## src/rtl/gpo_cond_pkg.sv

```systemverilog
// Shared types and config-word layout for the GPO line conditioner.
// The config word is {enable, polarity, delay, width}, MSB first.
package gpo_cond_pkg;

   typedef enum logic [1:0] {
      IDLE   = 2'd0,
      DELAY  = 2'd1,
      ACTIVE = 2'd2
   } line_state_e;

   localparam int DEF_DELAY_W = 8;
   localparam int DEF_WIDTH_W = 8;
   localparam int CFG_W       = 2 + DEF_DELAY_W + DEF_WIDTH_W;

   // Field positions are derived from the widths so that a re-parameterised
   // channel stays consistent with the word the top receives.
   function automatic int cfg_width_lsb(input int dw, input int ww);
      cfg_width_lsb = 0 * (dw + ww);
   endfunction

   function automatic int cfg_delay_lsb(input int dw, input int ww);
      cfg_delay_lsb = ww + 0 * dw;
   endfunction

   function automatic int cfg_pol_bit(input int dw, input int ww);
      cfg_pol_bit = dw + ww;
   endfunction

   function automatic int cfg_en_bit(input int dw, input int ww);
      cfg_en_bit = dw + ww + 1;
   endfunction

   function automatic int max_int(input int a, input int b);
      max_int = (a > b) ? a : b;
   endfunction

endpackage

```

## src/rtl/gpo_line_channel.sv

```systemverilog
// One conditioned GPO line: config register, input synchroniser,
// delay/stretch FSM with its down-counter, and polarity-applied output.
module gpo_line_channel
   import gpo_cond_pkg::*;
#(
   parameter int DELAY_W = DEF_DELAY_W,
   parameter int WIDTH_W = DEF_WIDTH_W
) (
   input  logic                         clk,
   input  logic                         rstn,
   input  logic                         in_line,
   input  logic                         cfg_we,
   input  logic [2+DELAY_W+WIDTH_W-1:0] cfg_data,
   output logic                         out_line,
   output logic                         busy
);

   localparam int CFG_BITS  = 2 + DELAY_W + WIDTH_W;
   localparam int CNT_W     = max_int(DELAY_W, WIDTH_W);
   localparam int WIDTH_LSB = cfg_width_lsb(DELAY_W, WIDTH_W);
   localparam int DELAY_LSB = cfg_delay_lsb(DELAY_W, WIDTH_W);
   localparam int POL_BIT   = cfg_pol_bit(DELAY_W, WIDTH_W);
   localparam int EN_BIT    = cfg_en_bit(DELAY_W, WIDTH_W);

   logic [CFG_BITS-1:0] cfg_q, cfg_d;
   logic                s1_q, s2_q, s3_q;
   line_state_e         state_q, state_d;
   logic [CNT_W-1:0]    cnt_q, cnt_d;
   logic                out_q, out_d;
   logic                busy_q, busy_d;

   logic               cfg_en;
   logic               cfg_pol;
   logic [DELAY_W-1:0] cfg_delay;
   logic [WIDTH_W-1:0] cfg_width;
   logic               rise;
   logic [CNT_W-1:0]   delay_load;
   logic [CNT_W-1:0]   width_load;

   assign cfg_en    = cfg_q[EN_BIT];
   assign cfg_pol   = cfg_q[POL_BIT];
   assign cfg_delay = cfg_q[DELAY_LSB +: DELAY_W];
   assign cfg_width = cfg_q[WIDTH_LSB +: WIDTH_W];
   assign rise      = s2_q & ~s3_q;

   // Loads are only used when the field is nonzero (delay) or clamped to
   // one cycle (width), so the counter can never wrap below zero.
   assign delay_load = CNT_W'(cfg_delay) - CNT_W'(1);
   assign width_load = (cfg_width == '0) ? '0 : (CNT_W'(cfg_width) - CNT_W'(1));

   always_comb begin
      cfg_d   = cfg_we ? cfg_data : cfg_q;
      state_d = state_q;
      cnt_d   = cnt_q;

      if (!cfg_en) begin
         state_d = IDLE;
      end else begin
         case (state_q)
            IDLE: begin
               if (rise) begin
                  if (cfg_delay == '0) begin
                     state_d = ACTIVE;
                     cnt_d   = width_load;
                  end else begin
                     state_d = DELAY;
                     cnt_d   = delay_load;
                  end
               end
            end
            DELAY: begin
               if (cnt_q == '0) begin
                  state_d = ACTIVE;
                  cnt_d   = width_load;
               end else begin
                  cnt_d = cnt_q - CNT_W'(1);
               end
            end
            ACTIVE: begin
               // Hold while the input is still high so long pulses pass through.
               if (cnt_q != '0) begin
                  cnt_d = cnt_q - CNT_W'(1);
               end else if (!s2_q) begin
                  state_d = IDLE;
               end
            end
            default: begin
               state_d = IDLE;
            end
         endcase
      end

      out_d  = (state_d == ACTIVE) ^ cfg_pol;
      busy_d = (state_d != IDLE);
   end

   always_ff @(posedge clk or negedge rstn) begin
      if (!rstn) begin
         cfg_q   <= '0;
         s1_q    <= 1'b0;
         s2_q    <= 1'b0;
         s3_q    <= 1'b0;
         state_q <= IDLE;
         cnt_q   <= '0;
         out_q   <= 1'b0;
         busy_q  <= 1'b0;
      end else begin
         cfg_q   <= cfg_d;
         s1_q    <= in_line;
         s2_q    <= s1_q;
         s3_q    <= s2_q;
         state_q <= state_d;
         cnt_q   <= cnt_d;
         out_q   <= out_d;
         busy_q  <= busy_d;
      end
   end

   assign out_line = out_q;
   assign busy     = busy_q;

endmodule

```

## src/rtl/gpo_line_conditioner.sv

```systemverilog
// Bank of per-line GPO pulse conditioners feeding the rfp_gpo pins.
// The top only decodes the config write address and concatenates ports.
module gpo_line_conditioner
   import gpo_cond_pkg::*;
#(
   parameter int NUM_LINES = 10,
   parameter int DELAY_W   = DEF_DELAY_W,
   parameter int WIDTH_W   = DEF_WIDTH_W,
   parameter int IDX_W     = 4
) (
   input  logic                         clk,
   input  logic                         rstn,
   input  logic [NUM_LINES-1:0]         in_lines,
   input  logic                         cfg_we,
   input  logic [IDX_W-1:0]             cfg_line,
   input  logic [2+DELAY_W+WIDTH_W-1:0] cfg_data,
   output logic [NUM_LINES-1:0]         out_lines,
   output logic [NUM_LINES-1:0]         busy
);

   // Out-of-range indices match no channel, so those writes fall away.
   for (genvar i = 0; i < NUM_LINES; i++) begin : g_line
      logic line_we;

      assign line_we = cfg_we && (cfg_line == IDX_W'(i));

      gpo_line_channel #(
         .DELAY_W (DELAY_W),
         .WIDTH_W (WIDTH_W)
      ) u_channel (
         .clk      (clk),
         .rstn     (rstn),
         .in_line  (in_lines[i]),
         .cfg_we   (line_we),
         .cfg_data (cfg_data),
         .out_line (out_lines[i]),
         .busy     (busy[i])
      );
   end

endmodule

```

## config.mk

```make
export PLATFORM = sky130hd
export DESIGN_NAME = gpo_line_conditioner
export DESIGN_NICKNAME = d
export VERILOG_FILES = /design/src/rtl/gpo_cond_pkg.sv /design/src/rtl/gpo_line_channel.sv /design/src/rtl/gpo_line_conditioner.sv
export SDC_FILE = /design/constraint.sdc
export NUM_CORES = 1
export LEC_CHECK = 0
export CAP_MARGIN = 10
export CORE_AREA = 3 3 185 187
export DETAILED_ROUTE_END_ITERATION = 6
export DIE_AREA = 0 0 188 190
export PLACE_DENSITY = 0.84
export SLEW_MARGIN = 20
export SYNTH_ARGS = -nofsm -noshare
export SYNTH_HDL_FRONTEND = slang
export SYNTH_SLANG_ARGS = --single-unit
```

## constraint.sdc

```tcl
create_clock -name clk -period 3.8 [get_ports clk]
set_input_delay 0.57 -clock clk [delete_from_list [all_inputs] [get_ports clk]]
set_output_delay 0.57 -clock clk [all_outputs]
set_load 0.01 [all_outputs]
```

==> impl_metrics.env, run 1 <==
export IMPL_ys_async_sr_fraction_pct=100.0
export IMPL_routed_wl_um=47790
export IMPL_slowest_delay_ps=590
export IMPL_final_min_clock_period_ps=2806
export IMPL_place_area_um2=20310
export IMPL_fin_crit_sh_pct=73.84
export IMPL_combPwrFrac_pct=31.0
export IMPL_critPathTopFamily="compound AO/OA/AOI/OAI gates"
export IMPL_top_layer="met4"
export IMPL_dr_pass1_iters=5
export IMPL_cts_root_buf="clkbuf_16"
export IMPL_dp_hpwl_um=31560
export IMPL_status="finished, final reports clean"
export IMPL_grt_max_degree=92
export IMPL_grt_overflow=0
export IMPL_syn_to_final_growth_pct=11.37
export IMPL_clk_latency_ps=530
export IMPL_switchingPower_w=0.004965
export IMPL_rsz0062_at_grt="no"
export IMPL_globalplace_congestion=0.9019
export IMPL_switching_share_pct=36.22
export IMPL_leakagePower_nw=9.165
export IMPL_worst_slew_pin_slew_ps=1102
export IMPL_yosysSeqAreaShare_pct=42.45
export IMPL_ant_nets=0
export IMPL_diodes=0
export IMPL_drt_iter0_drc=1215
export IMPL_drive_above_1_share_pct=13.62
export IMPL_crit_fanout=14
export IMPL_r2r_start="g_line[6].u_channel.cnt_q[4]"
export IMPL_finalHoldViolations=0
export IMPL_final_cell_mix="dfrtp_1 (330), mux2_2 (157), nand2_1 (155)"
export IMPL_nets=2164
export IMPL_postLayoutCellArea_um2=21670
export IMPL_die_h_um=190
export IMPL_vias=15600
export IMPL_wl_met3_um=3525
export IMPL_postCtsHoldBufs=0
export IMPL_final_max_slew_viol_count=0
export IMPL_reg2reg_to="g_line[6].u_channel.cnt_q[4]"
export IMPL_start_util_pct=59.64
export IMPL_post_cts_buffers=0
export IMPL_critPathArrivalTime_ps=3190
export IMPL_setup_tns_ps=0
export IMPL_cp_required_ps=4180
export IMPL_grt_pass1_wl_um=77880
export IMPL_synth_edf_count=0
export IMPL_ios=55
export IMPL_crit_type="reg -> reg"
export IMPL_ir_drop_v=0.0004378
export IMPL_crit_chain="or4_4 -> nor4b_4 -> a2bb2oi_2 -> a21oi_1 -> o21ai_0 -> o221ai_1"
export IMPL_finalSetupViolations=0
export IMPL_core_area_um2=32620
export IMPL_cts_buffer_depth=3
export IMPL_die_w_um=188
export IMPL_clock_power_share_pct=28.6
export IMPL_cap_violations=0
export IMPL_cts_made_buffers=38
export IMPL_hp_class="in -> async"
export IMPL_wire_per_inst_um=19.18
export IMPL_ys_seq_elements=330
export IMPL_layout_commonest_cell="dfrtp_1"
export IMPL_antenna_found_initial=1
export IMPL_die_area_um2=35720
export IMPL_netlist_area_um2=19450
export IMPL_fp_row_count=66
export IMPL_fin_skew_ps=12.04
export IMPL_r2r_cells=6
export IMPL_portBuffers=54
export IMPL_viasPerCell=6.261
export IMPL_ys_warn_count=0
export IMPL_drcViolationCount=0
export IMPL_postSynthCellCount=1993
export IMPL_first_global_vias=15320
export IMPL_cp_end_kind="register"
export IMPL_r2r_slack_ps=990
export IMPL_syn_nets=2138
export IMPL_grt_util_all_layers_pct=26.33
export IMPL_yosys_cell_types_count=84
export IMPL_powerDensity_nw_per_um2=632.7
export IMPL_synth_area_per_cell_um2=9.761
export IMPL_path_buf_inv=0
export IMPL_wl_met1_um=20180
export IMPL_ys_flop_type="dfrtp_1"
export IMPL_timing_slew_headroom_pct=26.55
export IMPL_internal_power_w=0.008743
export IMPL_critPathSlowestCell="or4_4"
export IMPL_cts_resized=0
export IMPL_seqPwrFrac_pct=40.4
export IMPL_critPathLaunchType="register"
export IMPL_wl_met2_um=22570
export IMPL_clk_pin_slew_ps=60
export IMPL_max_freq_mhz=356.4
export IMPL_htreeDepth=2
export IMPL_cts_tree="built"
export IMPL_clock_sinks=330
synth_stat cells, types with 24 or more instances:
cell type	number	area [um2]
o22ai_1	26	162.7
inv_1	125	469.2
clkbuf_1	43	161.4
xor2_1	43	376.6
xnor2_1	63	551.8
a21oi_1	105	525.5
o21ai_0	140	700.7
nor3_1	67	335.3
nor3b_1	27	202.7
dfrtp_1	330	8258
nor4_1	36	225.2
nand2_1	155	581.8
nor2_1	149	559.3
nand3_1	24	120.1
ha_1	110	1376
mux2_2	157	1768
nand2b_1	37	231.5
power groups by stage:
stage,registers [W],logic [W],clock network [W]
global placement,0.00547,0.00399,0
global route,0.00567,0.00473,0.00413
CTS,0.00550,0.00420,0.00398
floorplan,0.00523,0.00325,0
detailed placement,0.00553,0.00413,0
finish,0.00554,0.00425,0.00392
layout make-up:
type	count	area, um2
Tap cell	442	553.0
Multi-Input combinational cell	1454	10330
Clock buffer	47	1079
Timing Repair Buffer	70	703.2
Sequential cell	330	8258
Inverter	125	469.2
Fill cell	2408	10950
Clock inverter	23	275.3
metal layers:
metal | GRT usage (%) | vias up
met5 | 0 | -
met4 | 8.658 | 0
met3 | 3.427 | 113
met2 | 43.40 | 646
met1 | 36.37 | 7615
li1 | - | 7223
through the flow:
| stage | util, % | hold slack [ps] | total power, W | std cells | worst slack (ps) |
|---|---|---|---|---|---|
| floorplan | - | 274.4 | 0.008482 | 1993 | 1507 |
| CTS | 66.41 | 62.42 | 0.01368 | 2491 | 1078 |
| finish | 66.42 | 40.30 | 0.01371 | 2491 | 994.0 |
| global route | 66.42 | 95.32 | 0.01453 | 2491 | 865.6 |
| global placement | 62.26 | 333.8 | 0.009459 | 2421 | 1167 |
| detailed placement | 62.26 | 335.8 | 0.009660 | 2421 | 1089 |
sequential cells by signal, indices dropped and copies added, names as in the netlist:
register                   cells
g_line.u_channel.state_q      20
g_line.u_channel.busy         10
g_line.u_channel.s2_q         10
g_line.u_channel.cnt_q        80
g_line.u_channel.cfg_q       180
g_line.u_channel.s3_q         10
g_line.u_channel.out_line     10
g_line.u_channel.s1_q         10
logic make-up (layout without fill, tap and decap cells):
logic type	Yosys count	in the layout	synth area share (%)
buffers and inverters	209	265	4.515
xor gates and xnor gates	106	106	4.772
adders and majority gates	110	110	7.075
and+or+nand+nor	608	608	16.14
AOI/OAI and AO/OA	453	453	14.93
muxes	177	177	10.12
DFF	330	330	42.45
worst max-delay path by stage:
stage	start	end	slack, ps	depth (start not counted)
floorplan	g_line[7].u_channel.cnt_q[0]	g_line[7].u_channel.cnt_q[3]	1510	9
global placement	g_line[7].u_channel.cnt_q[0]	g_line[7].u_channel.cnt_q[1]	1170	7
detailed placement	g_line[7].u_channel.cnt_q[0]	g_line[7].u_channel.cnt_q[1]	1090	7
CTS	g_line[7].u_channel.cnt_q[0]	g_line[7].u_channel.cnt_q[1]	1080	7
global route	g_line[7].u_channel.cnt_q[0]	g_line[7].u_channel.cnt_q[1]	870	7
finish	g_line[6].u_channel.cnt_q[4]	g_line[6].u_channel.cnt_q[4]	990	6
No activity file was read; power rests on OpenSTA's default activity.
==> run 2, diff against run 1 <==
--- a/config.mk
+++ b/config.mk
@@ -6,9 +6,9 @@
 export NUM_CORES = 1
 export LEC_CHECK = 0
 export CAP_MARGIN = 10
-export CORE_AREA = 3 3 185 187
+export CORE_AREA = 3 3 189 191
 export DETAILED_ROUTE_END_ITERATION = 6
-export DIE_AREA = 0 0 188 190
+export DIE_AREA = 0 0 192 194
 export PLACE_DENSITY = 0.84
 export SLEW_MARGIN = 20
 export SYNTH_ARGS = -nofsm -noshare
==> constraint.sdc (replaced) <==
create_clock -name clk -period 2.3 [get_ports clk]
set_input_delay 0.345 -clock clk [delete_from_list [all_inputs] [get_ports clk]]
set_output_delay 0.345 -clock clk [all_outputs]
set_load 0.01 [all_outputs]
==> run 2 against run 1 <==
Effect of this change:
- core utilization down 0.11 points
- routed wire length up 3.4%
- via count up 1.9%
- non-clock buffer count up 94
- global-route usage down 0.28 points
- clock-buffer cell count up 10
- first-iteration DRC count up 12%
- register-to-register slack worse by 990 ps
- clock skew up 4.6 ps
- flip-flop and latch count unchanged
- largest cell class unchanged
- largest power group unchanged
==> impl_metrics.env, run 2 (same netlist as run 1, synthesis figures left out) <==
export IMPL_grt_util_all_layers_pct=26.05
export IMPL_status="finished, final reports clean"
export IMPL_antenna_found_initial=2
export IMPL_finalNonFillerCells=2599
export IMPL_final_max_slew_viol_count=0
export IMPL_layout_commonest_cell="dfrtp_1"
export IMPL_start_util_pct=56.74
export IMPL_ir_drop_v=0.0006576
export IMPL_htreeDepth=2
export IMPL_globalplace_congestion=0.9019
export IMPL_max_freq_mhz=435.0
export IMPL_cap_violations=0
export IMPL_place_inst=2513
export IMPL_die_h_um=194
export IMPL_core_area_um2=34290
export IMPL_cts_buffer_depth=3
export IMPL_powerDensity_nw_per_um2=1025
export IMPL_wl_met2_um=23850
export IMPL_crit_type="reg -> reg"
export IMPL_wl_met3_um=3537
export IMPL_nets=2259
export IMPL_viasPerCell=6.114
export IMPL_top_layer="met5"
export IMPL_fin_hold_ws_ps=234.6
export IMPL_clk_latency_ps=550
export IMPL_pre_cts_slack_ps=-106.7
export IMPL_ant_nets=0
export IMPL_grt_max_degree=80
export IMPL_cts_made_buffers=39
export IMPL_cp_required_ps=2710
export IMPL_cp_end_kind="register"
export IMPL_rsz0062_at_grt="yes"
export IMPL_grt_overflow=0
export IMPL_worst_slew_pin_slew_ps=758.9
export IMPL_finalSetupViolations=0
export IMPL_drive_above_1_share_pct=19.18
export IMPL_fillCellCount=2475
export IMPL_critPathLaunchType="register"
export IMPL_final_min_clock_period_ps=2299
export IMPL_crit_chain="or4_4 -> nor4b_4 -> buf_4 -> a2bb2oi_4 -> buf_6 -> nor4_1 -> o21ai_1 -> o311ai_1"
export IMPL_first_global_vias=15830
export IMPL_hp_start="in_lines[1]"
export IMPL_fin_crit_sh_pct=99.95
export IMPL_ios=55
export IMPL_syn_to_final_growth_pct=16.87
export IMPL_grt_pass1_wl_um=79420
export IMPL_critPathSlowestCell="or4_4"
export IMPL_vias=15890
export IMPL_portBuffers=54
export IMPL_p_total_w=0.02331
export IMPL_dp_hpwl_um=32760
export IMPL_r2r_start="g_line[6].u_channel.cnt_q[4]"
export IMPL_drt_iter0_drc=1366
export IMPL_reg_top3="g_line.u_channel.cfg_q: 180 flops, g_line.u_channel.cnt_q: 80 flops, g_line.u_channel.state_q: 20 flops"
export IMPL_wl_met1_um=20110
export IMPL_routed_wl_um=49430
export IMPL_crit_fanout=5
export IMPL_cts_tree="built"
export IMPL_timing_slew_headroom_pct=49.25
export IMPL_crit_start="g_line[6].u_channel.cnt_q[4]"
export IMPL_die_area_um2=37250
export IMPL_critPathArrivalTime_ps=2710
export IMPL_regMostFlops="g_line.u_channel.cfg_q"
export IMPL_dr_pass1_iters=6
export IMPL_clk_pin_slew_ps=60
export IMPL_clock_sinks=330
export IMPL_leakagePower_nw=9.718
export IMPL_slowest_delay_ps=570
export IMPL_wire_per_inst_um=19.02
export IMPL_finalHoldViolations=0
export IMPL_final_cell_mix="dfrtp_1 (330), mux2_2 (157), nand2_1 (154)"
export IMPL_die_w_um=192
export IMPL_largest_reg_flops=180
export IMPL_setup_tns_ps=0
export IMPL_fp_row_count=68
export IMPL_fin_ws_ps=1.195
export IMPL_cts_root_buf="clkbuf_16"
export IMPL_fin_skew_ps=16.66
export IMPL_drcViolationCount=0
export IMPL_hp_class="in -> reg"
## run 2: cell count changes in the layout (fill, tap and decap cells not counted), moves of 5 or more
| cell | change |
|---|---|
| o21ai_0 | -6 |
| a31oi_2 | +6 |
| o21ai_1 | +6 |
| a31oi_1 | -6 |
| clkbuf_8 | +7 |
| buf_12 | +7 |
| nor3b_1 | -5 |
| buf_4 | +85 |
## run 2: final timing paths
check / cells past startpoint / slack, ps / to
max in group asynchronous: 3 / 1130 / g_line[5].u_channel.out_line
worst min register to register: 0 / 350 / g_line[3].u_channel.s2_q
min in group asynchronous: 2 / 350 / g_line[7].u_channel.cnt_q[6]
worst min-delay path: 1 / 230 / g_line[1].u_channel.s1_q
worst max register to register: 8 / 1 / g_line[6].u_channel.cnt_q[5]
worst max-delay path: 8 / 1 / g_line[6].u_channel.cnt_q[5]
## run 2: power by group
part | leakage [nW] | total, W | internal (W) | switching (W)
combinational | 4.99 | 0.00775 | 0.00359 | 0.00416
sequential | 4.06 | 0.00907 | 0.00734 | 0.00173
clock | 0.665 | 0.00649 | 0.00402 | 0.00246
total | 9.72 | 0.0233 | 0.0150 | 0.00835
## run 2: cell type report
type	count	area, um2	area share [%]
repair buffers	164	1503	6.609
inverters	125	469.2	2.064
diodes	1	2.502	0.01101
clock inverters	13	176.4	0.7760
multi-input cells	1454	10570	46.50
clock buffers	57	1186	5.217
well taps	455	569.3	2.504
flip-flops and latches	330	8258	36.32
## run 2: what timing repair did
action | in CTS | in global routing
resized for setup | 7 | 56
setup buffers | 0 | 13
endpoints found under the setup margin | 13 | 52
gates cloned | 0 | 1
pin swaps | 1 | 12
hold buffers | 1 | 0
endpoints found under the hold margin | 49 | 0
## run 2: worst max-delay path, delay by kind of cell (launching register included)
kind	cells	cell delay, ps
buf+inv	2	330
flops	1	380
simple gates	3	990
compound gates	3	460
## run 2: through the flow
step	instance area [um2]	utilization [%]
after global routing	22730	66.30
final	22740	66.31
after detailed placement	21000	61.25
after floorplan	19450	-
after global placement	21000	61.25
after CTS	22410	65.36
## run 2: per-layer routing
metal | global-route usage (%) | vias to the layer above
met4 | 10.69 | 2
met2 | 42.73 | 577
met1 | 33.60 | 7760
met3 | 5.496 | 133
met5 | 0 | -
li1 | - | 7418
==> run 3, diff against run 2 <==
--- a/config.mk
+++ b/config.mk
@@ -5,7 +5,6 @@
 export SDC_FILE = /design/constraint.sdc
 export NUM_CORES = 1
 export LEC_CHECK = 0
-export CAP_MARGIN = 10
 export CORE_AREA = 3 3 189 191
 export DETAILED_ROUTE_END_ITERATION = 6
 export DIE_AREA = 0 0 192 194
==> results of run 3 <==
The final DEF is identical to that of run 2; final timing and power are the same.
